File: src/rtl/mul_sequencer_if.sv
// Instruction/result bundle between the ID/EX stage and the sequential multiplier.
// valid_i qualifies the instruction fields; stall_o acts as the not-ready back-pressure and done_o marks result_o valid.
interface mul_sequencer_if #(
  parameter int WIDTH = 32
);
  logic             valid_i;
  logic             flush_i;
  logic [1:0]       ALUOp_i;
  logic [9:0]       funct_i;
  logic [WIDTH-1:0] rs1_data_i;
  logic [WIDTH-1:0] rs2_data_i;
  logic             stall_o;
  logic             done_o;
  logic             busy_o;
  logic [WIDTH-1:0] result_o;

  modport master (
    output valid_i, flush_i, ALUOp_i, funct_i, rs1_data_i, rs2_data_i,
    input  stall_o, done_o, busy_o, result_o
  );

  modport slave (
    input  valid_i, flush_i, ALUOp_i, funct_i, rs1_data_i, rs2_data_i,
    output stall_o, done_o, busy_o, result_o
  );
endinterface

File: src/rtl/mul_sequencer.sv
// Shift-and-add multiplier: one multiplier bit per cycle, WIDTH RUN cycles, low WIDTH result bits.
// state_o exposes the FSM state (0=IDLE, 1=RUN, 2=DONE).
module mul_sequencer #(
  parameter int WIDTH = 32
) (
  input  logic          clk_i,
  input  logic          rst_i,
  mul_sequencer_if.slave bus,
  output logic [1:0]    state_o
);
  localparam int CW = (WIDTH > 1) ? $clog2(WIDTH) : 1;
  localparam logic [CW-1:0] LAST = CW'(WIDTH - 1);

  typedef enum logic [1:0] {
    IDLE = 2'd0,
    RUN  = 2'd1,
    DONE = 2'd2
  } state_t;

  state_t           state, state_nxt;
  logic [WIDTH-1:0] mcand, mplier, acc, acc_sum, result_q;
  logic [CW-1:0]    count;
  logic             is_mul, accept, last_step;

  assign is_mul    = (bus.ALUOp_i == 2'b11) && (bus.funct_i[9:3] == 7'b0000001) &&
                     (bus.funct_i[2:0] == 3'b000);
  assign accept    = (state == IDLE) && bus.valid_i && is_mul && !bus.flush_i;
  assign last_step = (count == LAST);
  assign acc_sum   = mplier[0] ? (acc + mcand) : acc;

  always_ff @(posedge clk_i or negedge rst_i) begin
    if (!rst_i) state <= IDLE;
    else        state <= state_nxt;
  end

  always_comb begin
    state_nxt = state;
    case (state)
      IDLE: if (accept) state_nxt = RUN;
      RUN: begin
        if (bus.flush_i)    state_nxt = IDLE;
        else if (last_step) state_nxt = DONE;
      end
      DONE:    state_nxt = IDLE;
      default: state_nxt = IDLE;
    endcase
  end

  // Stall is gated by reset so a MUL presented during reset cannot hold the pipeline.
  always_comb begin
    bus.stall_o = rst_i && ((state == RUN) || accept);
    bus.busy_o  = (state == RUN);
    bus.done_o  = (state == DONE);
    state_o     = state;
  end

  always_ff @(posedge clk_i or negedge rst_i) begin
    if (!rst_i) begin
      mcand    <= '0;
      mplier   <= '0;
      acc      <= '0;
      count    <= '0;
      result_q <= '0;
    end else if (accept) begin
      mcand  <= bus.rs1_data_i;
      mplier <= bus.rs2_data_i;
      acc    <= '0;
      count  <= '0;
    end else if (state == RUN) begin
      if (bus.flush_i) begin
        acc <= '0;
      end else begin
        acc    <= acc_sum;
        mcand  <= mcand << 1;
        mplier <= mplier >> 1;
        // Hold count at LAST rather than wrapping as the operation completes.
        if (!last_step) count <= count + 1'b1;
        else            result_q <= acc_sum;
      end
    end
  end

  assign bus.result_o = result_q;
endmodule

File: src/flat_wrapper.sv
// flat-port wrapper written by rule: the top's interface ports become plain ports
module mul_sequencer_flat 
#(
  parameter int WIDTH = 32
)
  (clk_i, rst_i, state_o, bus_valid_i, bus_flush_i, bus_ALUOp_i, bus_funct_i, bus_rs1_data_i, bus_rs2_data_i, bus_stall_o, bus_done_o, bus_busy_o, bus_result_o);
  mul_sequencer_if #(.WIDTH(WIDTH)) bus_i ();
  input  logic clk_i;
  input  logic rst_i;
  output logic [1:0] state_o;
  input wire logic [$bits(bus_i.valid_i)-1:0] bus_valid_i;
  input wire logic [$bits(bus_i.flush_i)-1:0] bus_flush_i;
  input wire logic [$bits(bus_i.ALUOp_i)-1:0] bus_ALUOp_i;
  input wire logic [$bits(bus_i.funct_i)-1:0] bus_funct_i;
  input wire logic [$bits(bus_i.rs1_data_i)-1:0] bus_rs1_data_i;
  input wire logic [$bits(bus_i.rs2_data_i)-1:0] bus_rs2_data_i;
  output wire logic [$bits(bus_i.stall_o)-1:0] bus_stall_o;
  output wire logic [$bits(bus_i.done_o)-1:0] bus_done_o;
  output wire logic [$bits(bus_i.busy_o)-1:0] bus_busy_o;
  output wire logic [$bits(bus_i.result_o)-1:0] bus_result_o;
  assign bus_i.valid_i = bus_valid_i;
  assign bus_i.flush_i = bus_flush_i;
  assign bus_i.ALUOp_i = bus_ALUOp_i;
  assign bus_i.funct_i = bus_funct_i;
  assign bus_i.rs1_data_i = bus_rs1_data_i;
  assign bus_i.rs2_data_i = bus_rs2_data_i;
  assign bus_stall_o = bus_i.stall_o;
  assign bus_done_o = bus_i.done_o;
  assign bus_busy_o = bus_i.busy_o;
  assign bus_result_o = bus_i.result_o;
  mul_sequencer #(.WIDTH(WIDTH)) u_core (.clk_i(clk_i), .rst_i(rst_i), .bus(bus_i), .state_o(state_o));
endmodule
File: config.mk
export PLATFORM = sky130hd
export DESIGN_NAME = mul_sequencer_flat
export DESIGN_NICKNAME = d
export VERILOG_FILES = /design/src/rtl/mul_sequencer_if.sv /design/src/rtl/mul_sequencer.sv /design/src/flat_wrapper.sv
export SDC_FILE = /design/constraint.sdc
export NUM_CORES = 1
export LEC_CHECK = 0
export ABC_AREA = 0
export CAP_MARGIN = 20
export CORE_MARGIN = 8
export CORE_UTILIZATION = 59
export CTS_CLUSTER_DIAMETER = 100
export CTS_CLUSTER_SIZE = 28
export DETAILED_ROUTE_END_ITERATION = 7
export GPL_TIMING_DRIVEN = 0
export HOLD_SLACK_MARGIN = 0.12
export PLACE_DENSITY = 0.83
export SLEW_MARGIN = 30
export SYNTH_ARGS = -nofsm -noshare
export SYNTH_HDL_FRONTEND = slang
export SYNTH_SLANG_ARGS = --single-unit
File: constraint.sdc
create_clock -name clk_i -period 5.29 [get_ports clk_i]
set_clock_uncertainty 0.05 [all_clocks]
set_input_delay 1.058 -clock clk_i [delete_from_list [all_inputs] [get_ports clk_i]]
set_output_delay 1.058 -clock clk_i [all_outputs]
set_load 0.01 [all_outputs]
# Yosys cells after proc, flatten, opt, wreduce, memory -nomap -nowiden
# Cells that the tools add are included.
# word_totals
ff_bits,135
input_bits,80
out_inout_bits,37
wordCells,52
# op_classes
addsub,2
eq_ne,9
mux,18
n_bitwise,2
reduce_logical,15
# ops
cell,count
32-bit 2-to-1 mux,10
32-bit adder,1
5-bit 2-to-1 mux,4
"7-bit by 1-bit equality test with 1-bit output, second input constant",1
1-bit logical AND,6
2-bit 2-to-1 mux,3
"2-bit by 1-bit != test with 1-bit output, second input constant",3
"5-bit by 1-bit adder with 5-bit output, second input constant",1
"5-bit equality test, second input constant",1
"2-bit equality test, second input constant",2
2-bit one-hot mux with 2 select lines,1
2-bit AND reduction,2
4-bit AND reduction,1
3-bit zero test,1
"3-bit by 2-bit != test with 1-bit output, second input constant",1
3-bit AND reduction,1
"2-bit by 1-bit equality test with 1-bit output, second input constant",1
2-bit zero test,1
1-bit inverter,2
2-bit nonzero test,1
1-bit zero test,1
1-bit logical OR,1

# Longest topological paths before layout
# depth
depth_word,7
depth_mapped,11
ltp_nobuf,11

# Worst setup path after synthesis
# OpenSTA, ideal clock, no wires.
# synth_path
kind,input -> output
start,input bus_funct_i[6]
end,output bus_stall_o
arrival_time_ps,2535
required_ps,4182
setup_slack_ps,1647
cell_stages,5
n_path_buf,1
cell_sequence,or4b_2 > nor3_1 > clkbuf_1 > nor2_1 > nor2b_1
# synth_via
elab_chain_len,7
# synth_lines
element,line_no,source
"start, declared",flat_wrapper.sv:14,input wire logic [$bits(bus_i.funct_i)-1:0] bus_funct_i;
7-bit by 1-bit equality test with 1-bit output,mul_sequencer.sv:25,assign is_mul = (bus.ALUOp_i == 2'b11) && (bus.funct_i[9:3] == 7'b0000001) &&
1-bit logical AND (2 in a row),mul_sequencer.sv:25,
1-bit logical AND (2 in a row),mul_sequencer.sv:27,assign accept = (state == IDLE) && bus.valid_i && is_mul && !bus.flush_i;
1-bit logical OR,mul_sequencer.sv:51,bus.stall_o = rst_i && ((state == RUN) || accept);
1-bit logical AND,mul_sequencer.sv:51,
"end, declared",flat_wrapper.sv:17,output wire logic [$bits(bus_i.stall_o)-1:0] bus_stall_o;
# Every way passes these cells.

# Final worst setup path
# layout_path
start,input bus_valid_i
end,output bus_stall_o
# layout_via
elab_chain_len,5
# layout_lines
element,line_no,source
"start, declared",flat_wrapper.sv:11,input wire logic [$bits(bus_i.valid_i)-1:0] bus_valid_i;
1-bit logical AND (3 in a row),mul_sequencer.sv:27,
1-bit logical OR,mul_sequencer.sv:51,
1-bit logical AND,mul_sequencer.sv:51,
# Every way passes these cells.

==> summary.md <==
| Metric | Value |
|---|---|
| Status | finished, final reports clean |
| Clock-pin slew on the worst setup and hold paths | about 0.06 ns |
| Most frequently used flop master after synthesis | dfrtp_1 |
| Clk Latency, worst-skew pair | 0.43 ns |
| Critical path type | in -> out |
| Post-DP HPWL | approximately 15000 microns |
| P_leak | between 4 and 5 nW |
| Fin crit period | about 5.1 ns |
| Final Power | between 2 and 2.5 mW |
| H-tree depth | 4 |
| Post-route DRC | 0 |
| Die span in x | 128.1 microns |
| Largest net degree at the start of global routing | between 80 and 90 |
| Via count | between 6000 and 7000 |
| CP most frequent cell | clkdlybuf4s50_1 |
| Post-route antenna net violation count | 0 |
| Max Fclk | between 150 and 200 MHz |
| RSZ-0062 raised after global routing | false |
| Critical hold path startpoint | u_core.bus.result_o[13] |
| Synth cell types | 69 |
| Crit path arrival time | 4.04 ns |
| GRT overflow | 0 |
| GPL Wtd Cong | between 0.9 and 1 |
| Total core area | 12470 sq um |
| Worst r2r src | u_core.acc[0] |
| Fin nets | between 1000 and 1500 |
| Tightest Hold Check Type | reg -> reg |
| Post-placement setup slack | ~0.18 ns |
| Worst vdd ir | between 150 and 200 uV |
| Worst-path fanout max | 10 |
| Crit-path max cell delay | 0.59 ns |
| Final setup TNS | 0 ns |
| Syn-to-layout area delta | 27.52% |
| Starting density of the core | 59.45% |
| CTS tree | yes |
| CP Capture Type | primary output |
| Gr usage total | 25.33% |
| Power density of the placed cells | ~250 nW/um^2 |
| CP Buf/Inv Count | 3 |
| Synth top area share | a little under half |
| Post-CTS setup repair buffer count | 0 |
| Most frequent cells in the layout | 197 x nand2_1, 135 x dfrtp_1, 115 x clkdlybuf4s50_1 |
| Yosys reg bits | ~140 |
| DR vias/cell | approximately 6.0 |
| Ranking of synthesized cells by area | dfrtp_1 46%, nand2_1 10%, a22oi_1 6.3%, ha_1 5.6%, mux2i_1 3.8% |
| Most common cell after layout, fill and taps aside | nand2_1 |
| Die Height | roughly 130 microns |
| Setup violators final | 0 |
| Buffers on Ports | 116 |
| Pre-Repair DR Iteration Count | 7 |
| Crit-path cells | clkdlybuf4s50_1 -> or4b_2 -> nor3_1 -> clkbuf_1 -> nor2_1 -> nor2b_1 -> clkdlybuf4s50_1 |
| Number of synthesized flops with an enable pin | 0 |
| FILL cells | 911 |
| Syn Inst Count | 783 |
| Routed WL | a little over 20000 microns |
| Worst path top cell family by delay | buffers and inverters |
| Number of gates resized after cts | 0 |
| Max Slew Vio Count | 0 |
| Syn Area/Cell | between 9 and 10 sq um |
| Hold Vio Cnt, Final | 0 |
| Hold Path Depth | 2 |
| Die area | roughly 16000 sq um |
| Reg area | 3378 sq um |
| Period Utilization, post-route | a little over nine tenths |
| Worst EP required | ~4.2 ns |
| Initial antenna violation count | 0 |
| Syn Nets | between 800 and 900 |
| Startpoint types | input port |
| Hold_buf cts | 0 |
| Final core utilization | around three quarters |
| Share of layout cells above drive strength 1 | 7.511% |
| Final WS setup | around 0.14 ns |
| Cells on worst reg2reg path | 11 |
| Slowest cell on crit path | or4b_2 |
| Vias in the first global route | between 6000 and 7000 |
| R2r endpoint | u_core.bus.result_o[28] |
| IO Count | 117 |
| Avg WL per Cell | 18.25 microns |
| Cts bufs inserted | 17 |
| Flop-to-flop setup slack | 2.16 ns |
| Cell accounting for the most synthesized area | dfrtp_1 |
| Row cnt | just over 40 |
| Hold Crit Endpoint | u_core.bus.result_o[13] |
| Footprint of the multi-input gates | between 3000 and 4000 sq um |
| MaxCap Viol Count | 0 |
| Worst-Margin Slew | slightly above 0.9 ns |
| Cell area after synthesis | about 7400 sq um |
| First-pass GRT wire length | ~33000 microns |
| Num Clock Sinks | around 140 |
| Worst rel slew slack | 38.64% |
| Root Buffer | clkbuf_16 |
| # diodes | 0 |
| Asr flop ratio synth | 100.0% |
| Register area share after synthesis | a little under half |
| DRT iter0 DRCs | 450 |
| Max Root-Sink Buffers | 2 |
| Synth Warn # | 0 |
-- cells in the mapped netlist, types with 3 or more instances --
cell and count:
o21ai_0 48, nand2b_1 4, nor4_1 3, mux2i_1 28
nor2_1 24, nor3b_1 3, xor2_1 16, and2_1 3
ha_1 33, clkbuf_1 23, a22o_1 24, and3_1 6
nor3_1 4, nand2_1 197, dfrtp_1 135, a21o_1 12
nand3_1 4, a211o_1 4, a21oi_1 36, nand4_1 3
buf_6 4, o21ai_1 9, inv_1 7, a22oi_1 62
buf_2 8, buf_1 7, xnor2_1 16, nor2b_1 6
-- kinds of logic (layout without fill, tap and decap cells) --
logic type	after synthesis	after routing	synth area share, %
buffers and inverters	52	201	3.596
multiplexers	28	28	3.782
AND/OR/NAND/NOR	269	269	15.53
AO/OA/AOI/OAI	233	233	21.88
XOR/XNOR	32	32	3.782
adder cells (fa/ha/maj)	34	34	5.842
flip-flops	135	135	45.59
-- worst register-to-register path, stage by stage, from the launching register on --
cell     delay [ns]
dfrtp_1        0.39
ha_1           0.25
fa_1           0.42
a21oi_1        0.19
o21ai_0        0.16
a311o_2        0.46
a21o_2         0.23
o31ai_2        0.34
o21ai_1        0.13
xor2_1         0.17
mux2i_1        0.15
o21ai_1        0.07
-- area by class of cell --
type	count	area share (%)
Multi-Input combinational cell	596	39.85
Sequential cell	135	35.75
Timing Repair Buffer	117	12.63
Clock buffer	19	4.793
Buffer	45	2.542
Tap cell	172	2.277
Clock inverter	13	1.880
Inverter	7	0.2780
-- stage by stage --
stage	area, sq um	std cells	hold WS (ns)
5_1_grt	9450	1104	0.4454
3_5_place_dp	8820	1072	0.4198
3_3_place_gp	8787	1071	0.4101
6_report	9450	1104	0.4269
4_1_cts	9450	1104	0.4328
2_1_floorplan	7411	783	0.3968
-- flip-flops by register name (all words and copies together) (netlist names) --
signal,flops
u_core.bus.result_o,32
u_core.mcand,32
u_core.mplier,32
u_core.count,5
u_core.state_o,2
u_core.acc,32
-- layer usage --
layer	global-route usage, %	wire length [microns]	share of wire (%)
met5	0	0	0
met4	12.66	622	3.1
met3	7.321	1489	7.4
met2	41.54	9748	48
met1	29.83	8285	41
-- report_power, final --
group | internal, mW | switching [mW] | leakage (nW)
combinational | 0.0561 | 0.0322 | 2.31
clock | 0.809 | 0.458 | 0.297
sequential | 1.03 | 0.00101 | 1.89
-- how the worst max path moves through the flow --
stage	start	endpoint	depth (start not counted)
2_1_floorplan	bus_funct_i[6]	bus_stall_o	5
3_3_place_gp	rst_i	bus_stall_o	3
3_5_place_dp	bus_valid_i	bus_stall_o	7
4_1_cts	bus_valid_i	bus_stall_o	7
5_1_grt	bus_valid_i	bus_stall_o	7
6_report	bus_valid_i	bus_stall_o	7
No activity file was read; power rests on OpenSTA's default activity.
